===== src/rtl/repeated_pattern_2d_pkg.sv =====
// Shared types and default sizing for the 2-D repeated-pattern mask generator.
package rp_pkg;

  localparam int MAX_PW_DEF    = 32;
  localparam int MAX_PH_DEF    = 32;
  localparam int IMG_W_MAX_DEF = 1920;
  localparam int IMG_H_MAX_DEF = 1080;

  typedef enum logic {
    IDLE = 1'b0,
    RUN  = 1'b1
  } rp_state_e;

endpackage


===== src/rtl/rp_pattern_store.sv =====
// Shadow/active pattern buffers with atomic commit; a commit during a frame is
// held pending and lands on the handshake of that frame's last beat.
module rp_pattern_store
  import rp_pkg::*;
#(
  parameter int MAX_PW = MAX_PW_DEF,
  parameter int MAX_PH = MAX_PH_DEF
) (
  input  logic                        clk,
  input  logic                        rst_n,
  input  logic                        clk_en_i,
  input  logic [$clog2(MAX_PW+1)-1:0] pattern_w_i,
  input  logic [$clog2(MAX_PH+1)-1:0] pattern_h_i,
  input  logic [0:MAX_PW-1]           row_data_i,
  input  logic [$clog2(MAX_PH)-1:0]   row_idx_i,
  input  logic                        row_we_i,
  input  logic                        commit_i,
  input  logic                        run_i,
  input  logic                        eof_hs_i,
  input  logic [$clog2(MAX_PH)-1:0]   rd_py_i,
  input  logic [$clog2(MAX_PW)-1:0]   rd_px_i,
  output logic                        rd_bit_o,
  output logic [$clog2(MAX_PW+1)-1:0] pw_o,
  output logic [$clog2(MAX_PH+1)-1:0] ph_o,
  output logic                        committed_o,
  output logic                        commit_ok_o,
  output logic                        commit_bad_o
);

  localparam int PWW = $clog2(MAX_PW+1);
  localparam int PHW = $clog2(MAX_PH+1);
  localparam logic [PWW-1:0] PW_LIM = PWW'(MAX_PW);
  localparam logic [PHW-1:0] PH_LIM = PHW'(MAX_PH);

  logic [0:MAX_PW-1] shadow_q [MAX_PH];
  logic [0:MAX_PW-1] shadow_d [MAX_PH];
  logic [0:MAX_PW-1] active_q [MAX_PH];
  logic [0:MAX_PW-1] active_d [MAX_PH];
  logic [PWW-1:0]    pw_q, pw_d, pend_pw_q, pend_pw_d;
  logic [PHW-1:0]    ph_q, ph_d, pend_ph_q, pend_ph_d;
  logic              pending_q, pending_d;
  logic              committed_q, committed_d;
  logic              dims_ok;

  always_comb begin
    dims_ok = (pattern_w_i != '0) && (pattern_w_i <= PW_LIM) &&
              (pattern_h_i != '0) && (pattern_h_i <= PH_LIM);
    commit_ok_o  = clk_en_i & commit_i & dims_ok;
    commit_bad_o = clk_en_i & commit_i & ~dims_ok;

    shadow_d = shadow_q;
    if (clk_en_i && row_we_i && (int'(row_idx_i) < MAX_PH))
      shadow_d[row_idx_i] = row_data_i;

    active_d    = active_q;
    pw_d        = pw_q;
    ph_d        = ph_q;
    pend_pw_d   = pend_pw_q;
    pend_ph_d   = pend_ph_q;
    pending_d   = pending_q;
    committed_d = committed_q;
    // Copies use shadow_d so a row written in the same cycle is included.
    if (commit_ok_o && (!run_i || eof_hs_i)) begin
      active_d    = shadow_d;
      pw_d        = pattern_w_i;
      ph_d        = pattern_h_i;
      committed_d = 1'b1;
      pending_d   = 1'b0;
    end else if (commit_ok_o) begin
      pending_d = 1'b1;
      pend_pw_d = pattern_w_i;
      pend_ph_d = pattern_h_i;
    end else if (eof_hs_i && pending_q) begin
      active_d  = shadow_d;
      pw_d      = pend_pw_q;
      ph_d      = pend_ph_q;
      pending_d = 1'b0;
    end

    // Read the post-commit view so the first beat of a frame sees the new pattern.
    rd_bit_o = active_d[rd_py_i][rd_px_i];
  end

  always_ff @(posedge clk or negedge rst_n) begin
    if (!rst_n) begin
      for (int i = 0; i < MAX_PH; i++) begin
        shadow_q[i] <= '0;
        active_q[i] <= '0;
      end
      pw_q        <= '0;
      ph_q        <= '0;
      pend_pw_q   <= '0;
      pend_ph_q   <= '0;
      pending_q   <= 1'b0;
      committed_q <= 1'b0;
    end else begin
      shadow_q    <= shadow_d;
      active_q    <= active_d;
      pw_q        <= pw_d;
      ph_q        <= ph_d;
      pend_pw_q   <= pend_pw_d;
      pend_ph_q   <= pend_ph_d;
      pending_q   <= pending_d;
      committed_q <= committed_d;
    end
  end

  assign pw_o        = pw_q;
  assign ph_o        = ph_q;
  assign committed_o = committed_q;

endmodule


===== src/rtl/repeated_pattern_2d.sv =====
// Tiles a committed W x H binary pattern across a frame and streams one mask
// bit per pixel in raster order.
module repeated_pattern_2d
  import rp_pkg::*;
#(
  parameter int MAX_PW    = MAX_PW_DEF,
  parameter int MAX_PH    = MAX_PH_DEF,
  parameter int IMG_W_MAX = IMG_W_MAX_DEF,
  parameter int IMG_H_MAX = IMG_H_MAX_DEF
) (
  input  logic                           clk,
  input  logic                           rst_n,
  input  logic                           clk_en,
  input  logic [$clog2(MAX_PW+1)-1:0]    pattern_w,
  input  logic [$clog2(MAX_PH+1)-1:0]    pattern_h,
  input  logic [0:MAX_PW-1]              row_data,
  input  logic [$clog2(MAX_PH)-1:0]      row_idx,
  input  logic                           row_we,
  input  logic                           commit,
  input  logic [$clog2(IMG_W_MAX+1)-1:0] img_w,
  input  logic [$clog2(IMG_H_MAX+1)-1:0] img_h,
  input  logic                           frame_start,
  output logic                           rp_mask_bit,
  output logic                           rp_valid,
  input  logic                           rp_ready,
  output logic                           rp_eol,
  output logic                           rp_eof,
  output logic                           busy,
  output logic                           cfg_err,
  output logic                           dbg_state_o
);

  localparam int XW  = $clog2(IMG_W_MAX+1);
  localparam int YW  = $clog2(IMG_H_MAX+1);
  localparam int PXW = $clog2(MAX_PW);
  localparam int PYW = $clog2(MAX_PH);
  localparam int PWW = $clog2(MAX_PW+1);
  localparam int PHW = $clog2(MAX_PH+1);

  rp_state_e      state_q;
  logic [XW-1:0]  x_q, x_d, iw_q, iw_d;
  logic [YW-1:0]  y_q, y_d, ih_q, ih_d;
  logic [PXW-1:0] px_q, px_d;
  logic [PYW-1:0] py_q, py_d;
  logic           mask_q, valid_q, eol_q, eof_q, busy_q, err_q;
  logic           eol_d, eof_d;
  logic           hs, eof_hs, start_ok, start_bad, cfg_ok;
  logic           rd_bit, committed, commit_ok, commit_bad;
  logic [PWW-1:0] pw;
  logic [PHW-1:0] ph;

  rp_pattern_store #(
    .MAX_PW (MAX_PW),
    .MAX_PH (MAX_PH)
  ) u_store (
    .clk          (clk),
    .rst_n        (rst_n),
    .clk_en_i     (clk_en),
    .pattern_w_i  (pattern_w),
    .pattern_h_i  (pattern_h),
    .row_data_i   (row_data),
    .row_idx_i    (row_idx),
    .row_we_i     (row_we),
    .commit_i     (commit),
    .run_i        (state_q == RUN),
    .eof_hs_i     (eof_hs),
    .rd_py_i      (py_d),
    .rd_px_i      (px_d),
    .rd_bit_o     (rd_bit),
    .pw_o         (pw),
    .ph_o         (ph),
    .committed_o  (committed),
    .commit_ok_o  (commit_ok),
    .commit_bad_o (commit_bad)
  );

  // A beat transfers on a rising edge where rp_valid, rp_ready and clk_en are all
  // high; until then rp_mask_bit/rp_eol/rp_eof hold, and rp_valid never drops
  // without a transfer.
  always_comb begin
    hs        = valid_q & rp_ready & clk_en;
    eof_hs    = hs & eof_q;
    cfg_ok    = committed && (img_w != '0) && (img_h != '0);
    start_ok  = clk_en & frame_start & (state_q == IDLE) & cfg_ok;
    start_bad = clk_en & frame_start & (state_q == IDLE) & ~cfg_ok;

    x_d  = x_q;
    y_d  = y_q;
    px_d = px_q;
    py_d = py_q;
    iw_d = iw_q;
    ih_d = ih_q;
    if (start_ok) begin
      iw_d = img_w;
      ih_d = img_h;
      x_d  = '0;
      y_d  = '0;
      px_d = '0;
      py_d = '0;
    end else if (hs && !eof_q) begin
      if (eol_q) begin
        x_d  = '0;
        px_d = '0;
        y_d  = y_q + YW'(1);
        py_d = (PHW'(py_q) == ph - PHW'(1)) ? '0 : py_q + PYW'(1);
      end else begin
        x_d  = x_q + XW'(1);
        px_d = (PWW'(px_q) == pw - PWW'(1)) ? '0 : px_q + PXW'(1);
      end
    end

    eol_d = (x_d == iw_d - XW'(1));
    eof_d = eol_d && (y_d == ih_d - YW'(1));
  end

  always_ff @(posedge clk or negedge rst_n) begin
    if (!rst_n) begin
      state_q <= IDLE;
      x_q     <= '0;
      y_q     <= '0;
      px_q    <= '0;
      py_q    <= '0;
      iw_q    <= '0;
      ih_q    <= '0;
      mask_q  <= 1'b0;
      valid_q <= 1'b0;
      eol_q   <= 1'b0;
      eof_q   <= 1'b0;
      busy_q  <= 1'b0;
      err_q   <= 1'b0;
    end else if (clk_en) begin
      x_q  <= x_d;
      y_q  <= y_d;
      px_q <= px_d;
      py_q <= py_d;
      iw_q <= iw_d;
      ih_q <= ih_d;
      case (state_q)
        IDLE: begin
          if (start_ok) begin
            state_q <= RUN;
            valid_q <= 1'b1;
            busy_q  <= 1'b1;
            mask_q  <= rd_bit;
            eol_q   <= eol_d;
            eof_q   <= eof_d;
          end
        end
        RUN: begin
          if (eof_hs) begin
            state_q <= IDLE;
            valid_q <= 1'b0;
            busy_q  <= 1'b0;
            mask_q  <= 1'b0;
            eol_q   <= 1'b0;
            eof_q   <= 1'b0;
          end else if (hs) begin
            mask_q <= rd_bit;
            eol_q  <= eol_d;
            eof_q  <= eof_d;
          end
        end
        default: state_q <= IDLE;
      endcase
      if (start_bad || commit_bad)
        err_q <= 1'b1;
      else if (start_ok || commit_ok)
        err_q <= 1'b0;
    end
  end

  assign rp_mask_bit = mask_q;
  assign rp_valid    = valid_q;
  assign rp_eol      = eol_q;
  assign rp_eof      = eof_q;
  assign busy        = busy_q;
  assign cfg_err     = err_q;
  assign dbg_state_o = state_q;

endmodule


===== config.mk =====
export PLATFORM = sky130hd
export DESIGN_NAME = repeated_pattern_2d
export DESIGN_NICKNAME = d
export VERILOG_FILES = /design/src/rtl/repeated_pattern_2d_pkg.sv /design/src/rtl/rp_pattern_store.sv /design/src/rtl/repeated_pattern_2d.sv
export SDC_FILE = /design/constraint.sdc
export NUM_CORES = 2
export LEC_CHECK = 0
export ABC_CLOCK_PERIOD_IN_PS = 3650
export BUFFER_PORTS_ARGS = -buffer_cell sky130_fd_sc_hd__buf_2
export CAP_MARGIN = 20
export CORE_MARGIN = 2
export CORE_UTILIZATION = 50
export DETAILED_ROUTE_END_ITERATION = 8
export MAX_ROUTING_LAYER = met4
export PLACE_DENSITY = 0.68
export SLEW_MARGIN = 20
export SYNTH_ARGS = -nofsm -noshare
export SYNTH_HDL_FRONTEND = slang
export SYNTH_SLANG_ARGS = --single-unit

===== constraint.sdc =====
create_clock -name clk -period 3.65 [get_ports clk]
set_input_delay 0.365 -clock clk [delete_from_list [all_inputs] [get_ports clk]]
set_output_delay 0.365 -clock clk [all_outputs]
set_load 0.03 [all_outputs]

==> key figures <==
Layout
  • Share of cells above drive strength 1: roughly a third
  • Layout Nets: 9281
  • Most common cell after layout, fill and taps aside: nand2_1
  • Most frequent cells in the layout: 2631 x nand2_1, 2134 x dfrtp_1, 1267 x mux2_2
  • Area Growth Syn to Fin: 23.7%

Route
  • Vias/cell: around 5.8
  • Initial DRC Count: a little under 7k
  • Via count: 67.7k
  • Wire per inst: between 20 and 25 um
  • Routed Wire Length: around 290000 um
  • DRC Markers: 0
  • Routed Antenna Nets: 0
  • DRT Pass-1 Iters: 6

STA
  • Slew Limit Fails: 0
  • Slew @ Worst Pin: ~0.96 ns
  • Unrepaired setup endpoints after global routing: yes
  • Final setup viols: 1
  • Rel. slew slack: 36.1%
  • Final worst slack: -0.967 ns
  • Crit share post-route: 127%
  • Hold WS: 0.0390 ns
  • Clk_skew: 0.0385 ns
  • Crit path time final: ~4.6 ns
  • Fmax: 217 MHz
  • Hold Vio Cnt, Final: 0

Power
  • Worst vdd ir: ~480 uV
  • PD cells: 582 nW/um^2
  • Sw frac: between 20% and 30%
  • P_int: 46.6 mW
  • Flop pwr share: 43.3%
  • Static leakage power: about 57 nW
  • Clock power frac: 34.8%
  • Final Power: around 65 mW
  • Combinational power share: 21.8%
  • Sw Pwr: about 19 mW

Floorplan
  • Die Area: 185000 um^2
  • I/O pins: between 80 and 90
  • Die W: ~430 um
  • Die height: around 430 um
  • Core Box Area: between 150000 and 200000 um^2
  • Initial Utilization: roughly half
  • Site row count: between 150 and 200

Global route
  • GRT busiest layer: met2
  • Tot GR Track Use: 32.3%
  • First-pass GRT wire length: approximately 440000 um
  • Total congestion overflow: 0
  • Met2 track demand over resource: 49.1%
  • Largest net degree at the start of global routing: around 170
  • Routing usage on met1: a little over two fifths
  • Vias in the first global route: 69.0k
  • Grt met3 use: under 10%
  • Antenna violations before repair: 18

Synth
  • Gate Count Post-Synth: about 8.2k
  • Post-synthesis sequential area ratio: just under 60%
  • Syn avg cell area: about 11 um^2
  • Ys Warns: 0
  • Net Count, Synth: approximately 8.3k
  • Post-Syn Area: approximately 91000 um^2
  • Most used DFF post-synth: dfrtp_1
  • Largest cells by area after synthesis: dfrtp_1 59%, mux2_2 16%, nand2_1 11%, mux2i_1 2.8%, clkbuf_1 1.1%
  • Largest area contributor in the netlist: dfrtp_1
  • Synth top area share: 58.9%
  • Distinct cells, synth: 81
  • Synth async-reset ratio: 100%
  • Number of synthesized register bits: 2134
  • EDFF count, synth: 0

Run status
  • Run status: complete, but fails checks
  • Failing checks: setup timing

Placed design
  • Buffers on Ports: 84
  • Post-DP HPWL: 192000 um
  • GPL Wtd Cong: ~0.94

Setup path
  • Reg-to-Reg Start: u_store.ph_o[1]$_DFFE_PN0P_
  • Crit. Startpoint: u_store.ph_o[1]$_DFFE_PN0P_
  • Worst setup SP type: flop
  • WP data required: ~4.4 ns
  • Crit path kind: reg -> reg
  • Critical Path Fanout Max: 8
  • Register-to-register setup slack: -0.97 ns
  • Crit path DAT: roughly 5.4 ns
  • Worst setup EP type: flop

CTS
  • Clk sinks: between 2k and 2.5k
  • Clk Latency, worst-skew pair: ~0.86 ns
  • CTS Buffer Depth: 3
  • Clk pin slew, worst setup/hold paths: ~0.06 ns
  • CTS tree: yes
  • CTS buffer count: around 210
  • Root Driver: clkbuf_16
  • H-Tree Depth: 4

Flow run
  • Max-cap viol count: 0

Hold path
  • Hold/Removal Path Class: in -> async
-- cell families (layout without fill, tap and decap cells) --
| logic type | Yosys count | after routing | share of synthesized area [%] |
|---|---|---|---|
| other | 0 | 10 | 0 |
| AOI/OAI and AO/OA | 561 | 561 | 4.47 |
| adders and majority gates | 8 | 8 | 0.110 |
| buffers and inverters | 644 | 1814 | 2.97 |
| muxes | 1520 | 1520 | 18.5 |
| and+or+nand+nor | 3270 | 3270 | 14.4 |
| DFF | 2134 | 2134 | 58.9 |
| xor gates and xnor gates | 65 | 65 | 0.660 |
-- synthesized netlist by cell type, drive strengths merged, types with 26 or more instances --
master     n
nand3     84
mux2    1269
and2      37
a211oi    72
nor2     272
nand2   2651
a31oi     31
a22oi     28
nor3      67
a21oi     79
a311oi    46
mux2i    251
o21ai     98
dfrtp   2134
clkbuf   277
xnor2     40
and3      72
buf      298
inv       68
nand4     26
-- area by class of cell --
cell class | instances | area, um^2
Fill cell | 13762 | 68300
Inverter | 69 | 290
Tap cell | 2370 | 2970
Antenna cell | 10 | 25.0
Sequential cell | 2134 | 53400
Multi-Input combinational cell | 5424 | 35200
Clock buffer | 317 | 6220
Timing Repair Buffer | 1354 | 13100
Clock inverter | 74 | 1020
-- stage by stage --
| step | instances | setup WS, ns | TNS, ns | area, um^2 | utilization, % |
|---|---|---|---|---|---|
| floorplan | 8202 | -0.286 | -0.286 | 90700 | - |
| global placement | 11271 | -1.66 | -2.27 | 103000 | 57.3 |
| detailed placement | 11271 | -1.71 | -2.16 | 103000 | 57.3 |
| CTS | 11737 | -0.850 | -0.850 | 112000 | 62.0 |
| global route | 11750 | -1.13 | -1.13 | 112000 | 62.1 |
| finish | 11752 | -0.967 | -0.967 | 112000 | 62.1 |
-- metal layers --
layer / vias up / part of all wire [%]
li1: 29503 / -
met1: 34903 / 41
met2: 2540 / 46
met3: 715 / 7.0
met4: 0 / 5.3
met5: - / 0
-- power by group through the flow --
stage	clock network [mW]	registers, mW	logic, mW
floorplan	0	28.4	7.41
global placement	0	28.5	13.0
detailed placement	0	28.7	13.3
CTS	22.9	28.3	13.9
global route	23.9	28.6	15.3
finish	22.7	28.3	14.3
-- worst paths after layout --
| kind | to | cells after the start |
|---|---|---|
| max in group asynchronous | u_store.shadow_q[715]$_DFF_PN0_ | 5 |
| max reg2reg | rp_mask_bit$_DFFE_PN0P_ | 22 |
| min in group clk | busy$_DFFE_PN0P_ | 5 |
| min reg2reg | u_store.committed_o$_DFFE_PN0P_ | 1 |
| min | u_store.shadow_q[834]$_DFF_PN0_ | 2 |
| max | rp_mask_bit$_DFFE_PN0P_ | 22 |
-- timing repair --
action                     4_1_cts  5_1_grt
setup endpoints to repair        1        3
pin swaps                       25       23
hold endpoints to repair       387        0
hold buffers                    41        0
cloned                           7        1
gates resized for setup         73       49
buffers inserted                27        4
-- critical path: stages, from the launching register on --
cell	delay [ns]
dfrtp_1	0.37
buf_6	0.11
inv_2	0.04
ha_4	0.25
xor2_1	0.16
nand2_1	0.11
nor4b_4	0.34
buf_4	0.18
a221oi_4	0.06
a31oi_4	0.27
inv_6	0.13
buf_12	0.17
buf_4	0.15
nor2_4	0.23
buf_4	0.25
a22oi_1	0.11
nand4_1	0.13
o21ai_1	0.21
o31ai_1	0.34
buf_4	0.19
nand4_1	0.19
and3b_1	0.24
a32o_1	0.25
-- flip-flops by register name, indices dropped and copies added (netlist names), 5 cells and up --
name / count
py_q: 5
u_store.shadow_q: 1024
x_q: 11
px_q: 5
y_q: 11
ih_q: 11
u_store.pw_o: 6
u_store.pend_ph_q: 6
iw_q: 11
u_store.ph_o: 6
u_store.active_q: 1024
u_store.pend_pw_q: 6
Power figures use the tool's default switching activity.
